<file path="src/rtl/cpu_wb_pkg.sv">
// Shared types and constants for the CPU-to-Wishbone bridge and its peripherals.
package cpu_wb_pkg;

  typedef enum logic [1:0] {
    StIdle,
    StReq,
    StWait,
    StDone
  } state_e;

  localparam int unsigned DefAw      = 8;
  localparam logic [15:0] DefBase    = 16'h0000;
  localparam int unsigned DefTimeout = 15;

  // ALU peripheral register map (byte offsets inside the window)
  localparam logic [7:0] RegA     = 8'h80;
  localparam logic [7:0] RegB     = 8'h81;
  localparam logic [7:0] RegOp    = 8'h82;
  localparam logic [7:0] RegOut   = 8'h83;
  localparam logic [7:0] RegFlags = 8'h84;

  function automatic logic in_window(input logic [15:0] addr, input logic [15:0] base,
                                     input int unsigned aw);
    return (addr >> aw) == (base >> aw);
  endfunction

endpackage

</file>
<file path="src/rtl/wb_timeout_ctr.sv">
// Saturating cycle counter; tc_o marks the last cycle of the allowed bus window.
module wb_timeout_ctr #(
  parameter int unsigned Limit = 15
) (
  input  logic clk_i,
  input  logic reset_i,
  input  logic clr_i,
  input  logic en_i,
  output logic tc_o
);

  localparam int unsigned CntW = $clog2(Limit + 1);

  logic [CntW-1:0] cnt_q;

  // tc fires while the Limit-th cycle is in progress so the abort lands after it
  assign tc_o = (cnt_q == CntW'(Limit - 1));

  always_ff @(posedge clk_i) begin
    if (reset_i || clr_i) begin
      cnt_q <= '0;
    end else if (en_i && !tc_o) begin
      cnt_q <= cnt_q + CntW'(1);
    end
  end

endmodule

</file>
<file path="src/rtl/cpu_wb_bridge.sv">
// Single-transfer CPU load/store to pipelined Wishbone master with window decode and timeout.
module cpu_wb_bridge
  import cpu_wb_pkg::*;
#(
  parameter int unsigned AW      = DefAw,
  parameter logic [15:0] BASE    = DefBase,
  parameter int unsigned TIMEOUT = DefTimeout
) (
  input  logic          i_clk,
  input  logic          reset,
  input  logic          i_cpu_req,
  input  logic          i_cpu_we,
  input  logic [15:0]   i_cpu_addr,
  input  logic [7:0]    i_cpu_data,
  output logic          o_cpu_rdy,
  output logic          o_cpu_err,
  output logic [7:0]    o_cpu_data,
  output logic          o_busy,
  output logic          o_wb_cyc,
  output logic          o_wb_stb,
  output logic          o_wb_we,
  output logic [AW-1:0] o_wb_addr,
  output logic [7:0]    o_wb_data,
  input  logic          i_wb_stall,
  input  logic          i_wb_ack,
  input  logic [7:0]    i_wb_data
);

  state_e          state_q;
  logic            cyc_q, stb_q, we_q, rdy_q, err_q;
  logic [AW-1:0]   addr_q;
  logic [7:0]      wdata_q, rdata_q;
  logic            in_win, tmo_tc, tmo_clr, tmo_en;

  assign in_win  = in_window(i_cpu_addr, BASE, AW);
  assign tmo_clr = (state_q == StIdle) && i_cpu_req && in_win;
  assign tmo_en  = (state_q == StReq) || (state_q == StWait);

  wb_timeout_ctr #(
    .Limit (TIMEOUT)
  ) u_timeout (
    .clk_i   (i_clk),
    .reset_i (reset),
    .clr_i   (tmo_clr),
    .en_i    (tmo_en),
    .tc_o    (tmo_tc)
  );

  always_ff @(posedge i_clk) begin
    if (reset) begin
      state_q <= StIdle;
      cyc_q   <= 1'b0;
      stb_q   <= 1'b0;
      we_q    <= 1'b0;
      addr_q  <= '0;
      wdata_q <= '0;
      rdy_q   <= 1'b0;
      err_q   <= 1'b0;
      rdata_q <= '0;
    end else begin
      rdy_q <= 1'b0;
      unique case (state_q)
        StIdle: begin
          if (i_cpu_req) begin
            we_q    <= i_cpu_we;
            addr_q  <= i_cpu_addr[AW-1:0];
            wdata_q <= i_cpu_data;
            if (in_win) begin
              state_q <= StReq;
              cyc_q   <= 1'b1;
              stb_q   <= 1'b1;
            end else begin
              state_q <= StDone;
            end
          end
        end
        StReq, StWait: begin
          // Ack counts in REQ only together with acceptance; ack beats timeout
          if (i_wb_ack && (state_q == StWait || !i_wb_stall)) begin
            state_q <= StDone;
            cyc_q   <= 1'b0;
            stb_q   <= 1'b0;
            rdy_q   <= 1'b1;
            err_q   <= 1'b0;
            if (!we_q) rdata_q <= i_wb_data;
          end else if (tmo_tc) begin
            state_q <= StDone;
            cyc_q   <= 1'b0;
            stb_q   <= 1'b0;
            rdy_q   <= 1'b1;
            err_q   <= 1'b1;
          end else if (state_q == StReq && !i_wb_stall) begin
            state_q <= StWait;
            stb_q   <= 1'b0;
          end
        end
        StDone: begin
          // Bus completions arrive with rdy already set; decode errors pulse it here
          if (rdy_q) begin
            state_q <= StIdle;
            err_q   <= 1'b0;
          end else begin
            rdy_q <= 1'b1;
            err_q <= 1'b1;
          end
        end
        default: state_q <= StIdle;
      endcase
    end
  end

  assign o_cpu_rdy  = rdy_q;
  assign o_cpu_err  = err_q;
  assign o_cpu_data = rdata_q;
  assign o_busy     = (state_q != StIdle);
  assign o_wb_cyc   = cyc_q;
  assign o_wb_stb   = stb_q;
  assign o_wb_we    = we_q;
  assign o_wb_addr  = addr_q;
  assign o_wb_data  = wdata_q;

endmodule
</file>
<file path="config.mk">
export PLATFORM = sky130hd
export DESIGN_NAME = cpu_wb_bridge
export DESIGN_NICKNAME = d
export VERILOG_FILES = /design/src/rtl/cpu_wb_pkg.sv /design/src/rtl/wb_timeout_ctr.sv /design/src/rtl/cpu_wb_bridge.sv
export SDC_FILE = /design/constraint.sdc
export NUM_CORES = 1
export LEC_CHECK = 0
export ABC_AREA = 1
export BUFFER_PORTS_ARGS = -buffer_cell sky130_fd_sc_hd__buf_2
export CAP_MARGIN = 20
export CORE_ASPECT_RATIO = 0.9
export CORE_MARGIN = 2
export CORE_UTILIZATION = 37
export CTS_CLUSTER_DIAMETER = 50
export CTS_CLUSTER_SIZE = 20
export DETAILED_ROUTE_END_ITERATION = 10
export HOLD_SLACK_MARGIN = 0.02
export PLACE_DENSITY = 0.65
export SLEW_MARGIN = 0
export SYNTH_ARGS = -nofsm -noshare
export SYNTH_HDL_FRONTEND = slang
export SYNTH_SLANG_ARGS = --single-unit
</file>
<file path="constraint.sdc">
create_clock -name i_clk -period 1.9 [get_ports i_clk]
set_input_delay 0.38 -clock i_clk [delete_from_list [all_inputs] [get_ports i_clk]]
set_output_delay 0.38 -clock i_clk [all_outputs]
set_load 0.005 [all_outputs]
</file>
==> impl_metrics.ini <==
[status]
status = finished, final reports clean

[clock_tree]
cts_tree = done
postCtsResizedCells = 0
clk_latency_ps = 280
clockBufferDepth = 2
htreeDepth = 2
clock-sinks = 35
hold_buffers = 0
cts_buffers = 5
postCtsSetupRepairBufs = 0
clkTransAtPathRegs_ps = 70
cts_root_buffer = clkbuf_8

[grt]
grt_pass1_wl_mm = 5.63
grt_overflow_total = 0
antenna_found_initial = 0
grt_max_degree = 19
grt_pass1_vias = 1333
grt_use_total = 0.152

[setup_path]
endpoint_kind = primary output
crit_arrival_ps = 1260
crit_chain = inv_1, ha_1, inv_2, buf_2
path_class = flop to primary output
slowest_delay_ps = 380
critPathSlowestCell = dfxtp_1
crit_path_start_kind = flop
cp_max_fo = 5
critical_path_required_ps = 1520

[floorplan]
rows = 22
coreArea_mm2 = 0.00402
dieArea_mm2 = 0.00466
fp.dieH_um = 65.0
pin_count = 68
floorplan.initialDensity = 0.380
chipWidth_um = 71.7

[timing]
fmax_mhz = 611
final-setup-viol-count = 0
rsz0062_at_grt = false
clock_skew_ps = 3.14
final_hold_viol_count = 0
fin_crit_ps = 1640
fin_crit_sh = 0.862
relSlewSlack = 0.769
worst_slew_pin_slew_ps = 346
slew_viol_final = 0
fin_setup_tns_ps = 0

[placement]
io_buffers = 67
placed_area_mm2 = 0.00191
gp_congestion = 0.759
dp_hpwl_mm = 2.51

[logic_synthesis]
yosys_register_bits = 35
ys_top_cells_by_area = dfxtp_1, nor2_1, o21ai_0, ha_1, o21ai_1
synth_top_area_frac = 0.459
synthFlopType = dfxtp_1
synth-edff-count = 0
synth-async-reset-ratio = 0
yosys.area.top_type = dfxtp_1
yosysWarnings = 0
syn_nets = 249
synth_cell_types = 27
synth_common_cells = nor2_1, dfxtp_1, nand2_1
yosysSeqAreaShare = 0.459
synthesis.area_mm2 = 0.00153
syn_area_per_cell_um2 = 7.45
postSynthCellCount = 205
yosysMostFrequentCell = nor2_1

[final_layout]
nFillCells = 409
num_antenna_cells = 0
finalInstanceArea_mm2 = 0.00201
area_delta_synth_final_pct = 31.5
drive_gt1_frac = 0.350
fin_util = 0.500
regArea_um2 = 701
multi_input_area_um2 = 727
nets = 320

[drt]
drcViolationCount = 0
dr.pass1.iters = 4
ant_nets = 0
drt_wl_total_mm = 3.25
vias = 1450
wl_per_cell_um = 10.0
vias_per_cell = 4.46
drt_iter0_markers = 63

[power]
power.leakage_uw = 0.00101
powerDensity_mw_per_mm2 = 1380
vdd.ir_drop.worst_v = 0.000598

[min_path]
hold_class = input port to flop

[job]
maxCapViolCount = 0
[placed cells by master, fill, tap and decap left out, drive strengths merged]
cell type  synthesis  layout
buf                5      70
xnor2              1       1
nor3               1       1
or2                1       1
ha                 6       6
dfxtp             35      35
clkinv             1       1
clkbuf             1       8
inv               15      15
nor2              69      69
nand3              7       7
xor2               1       1
nand2             24      24
a21oi              6       6
o21ai             32      32
[sequential cells by signal, indices dropped and copies added, names as in the netlist]
name,count
o_cpu_data,8
o_wb_addr,8
o_wb_data,8
u_timeout.cnt_q,4
state_q,2
o_cpu_err,1
o_cpu_rdy,1
o_wb_cyc,1
o_wb_stb,1
o_wb_we,1
[worst max-delay path: cells and delay by family, from the launching register on]
kind                     cells  cell delay, ps
adder cells (fa/ha/maj)      1             280
flip-flops                   1             380
buffers and inverters        3             320
[final cells by class]
class / count / area share
Multi-Input combinational cell: 148 / 0.362
Clock buffer: 8 / 0.0498
Tap cell: 48 / 0.0299
Timing Repair Buffer: 70 / 0.178
Sequential cell: 35 / 0.349
Inverter: 16 / 0.0318
[report_power, final]
| part | internal [uW] | switching, uW | leakage, uW | total, uW |
|---|---|---|---|---|
| Clock | 331 | 247 | 0.0000515 | 578 |
| Combinational | 459 | 669 | 0.000667 | 1130 |
| Sequential | 943 | 121 | 0.000288 | 1060 |
| Total | 1730 | 1040 | 0.00101 | 2770 |
[per-stage QoR]
step	hold WS (ps)	instances	total power (uW)	worst slack, ps
2_1_floorplan	449	205	1880	489
3_3_place_gp	446	317	2200	351
3_5_place_dp	453	317	2220	278
4_1_cts	289	325	2800	253
5_1_grt	296	325	3010	123
6_report	292	325	2770	262
[metal layers]
metal	up-vias	share of wire	GRT usage	routed length [um]
li1	789	-	-	-
met1	615	0.48	0.183	1560
met2	42	0.44	0.251	1450
met3	4	0.065	0.0482	212
met4	0	0.0095	0.0566	31
met5	-	0	0	0
[logic make-up (layout without fill, tap and decap cells)]
family	count (synthesis)	count (layout)	share of synthesized area
compound gates	38	38	0.127
buf+inv	22	94	0.0655
xor+xnor	2	2	0.0115
simple gates	102	102	0.288
flops	35	35	0.459
fa+ha+maj	6	6	0.0491
[final timing paths]
check,end,start,slack [ps],depth (start not counted)
worst min-delay path,o_wb_cyc$_SDFFE_PP0P_,reset,290,2
worst max-delay path,o_busy,state_q[0]$_SDFFE_PP0P_,260,4
worst max register to register,o_cpu_data[6]$_SDFFE_PP0P_,state_q[1]$_SDFFE_PP0P_,290,7
worst min register to register,o_wb_cyc$_SDFFE_PP0P_,o_wb_cyc$_SDFFE_PP0P_,460,2
(Power assumes the default switching activity.)
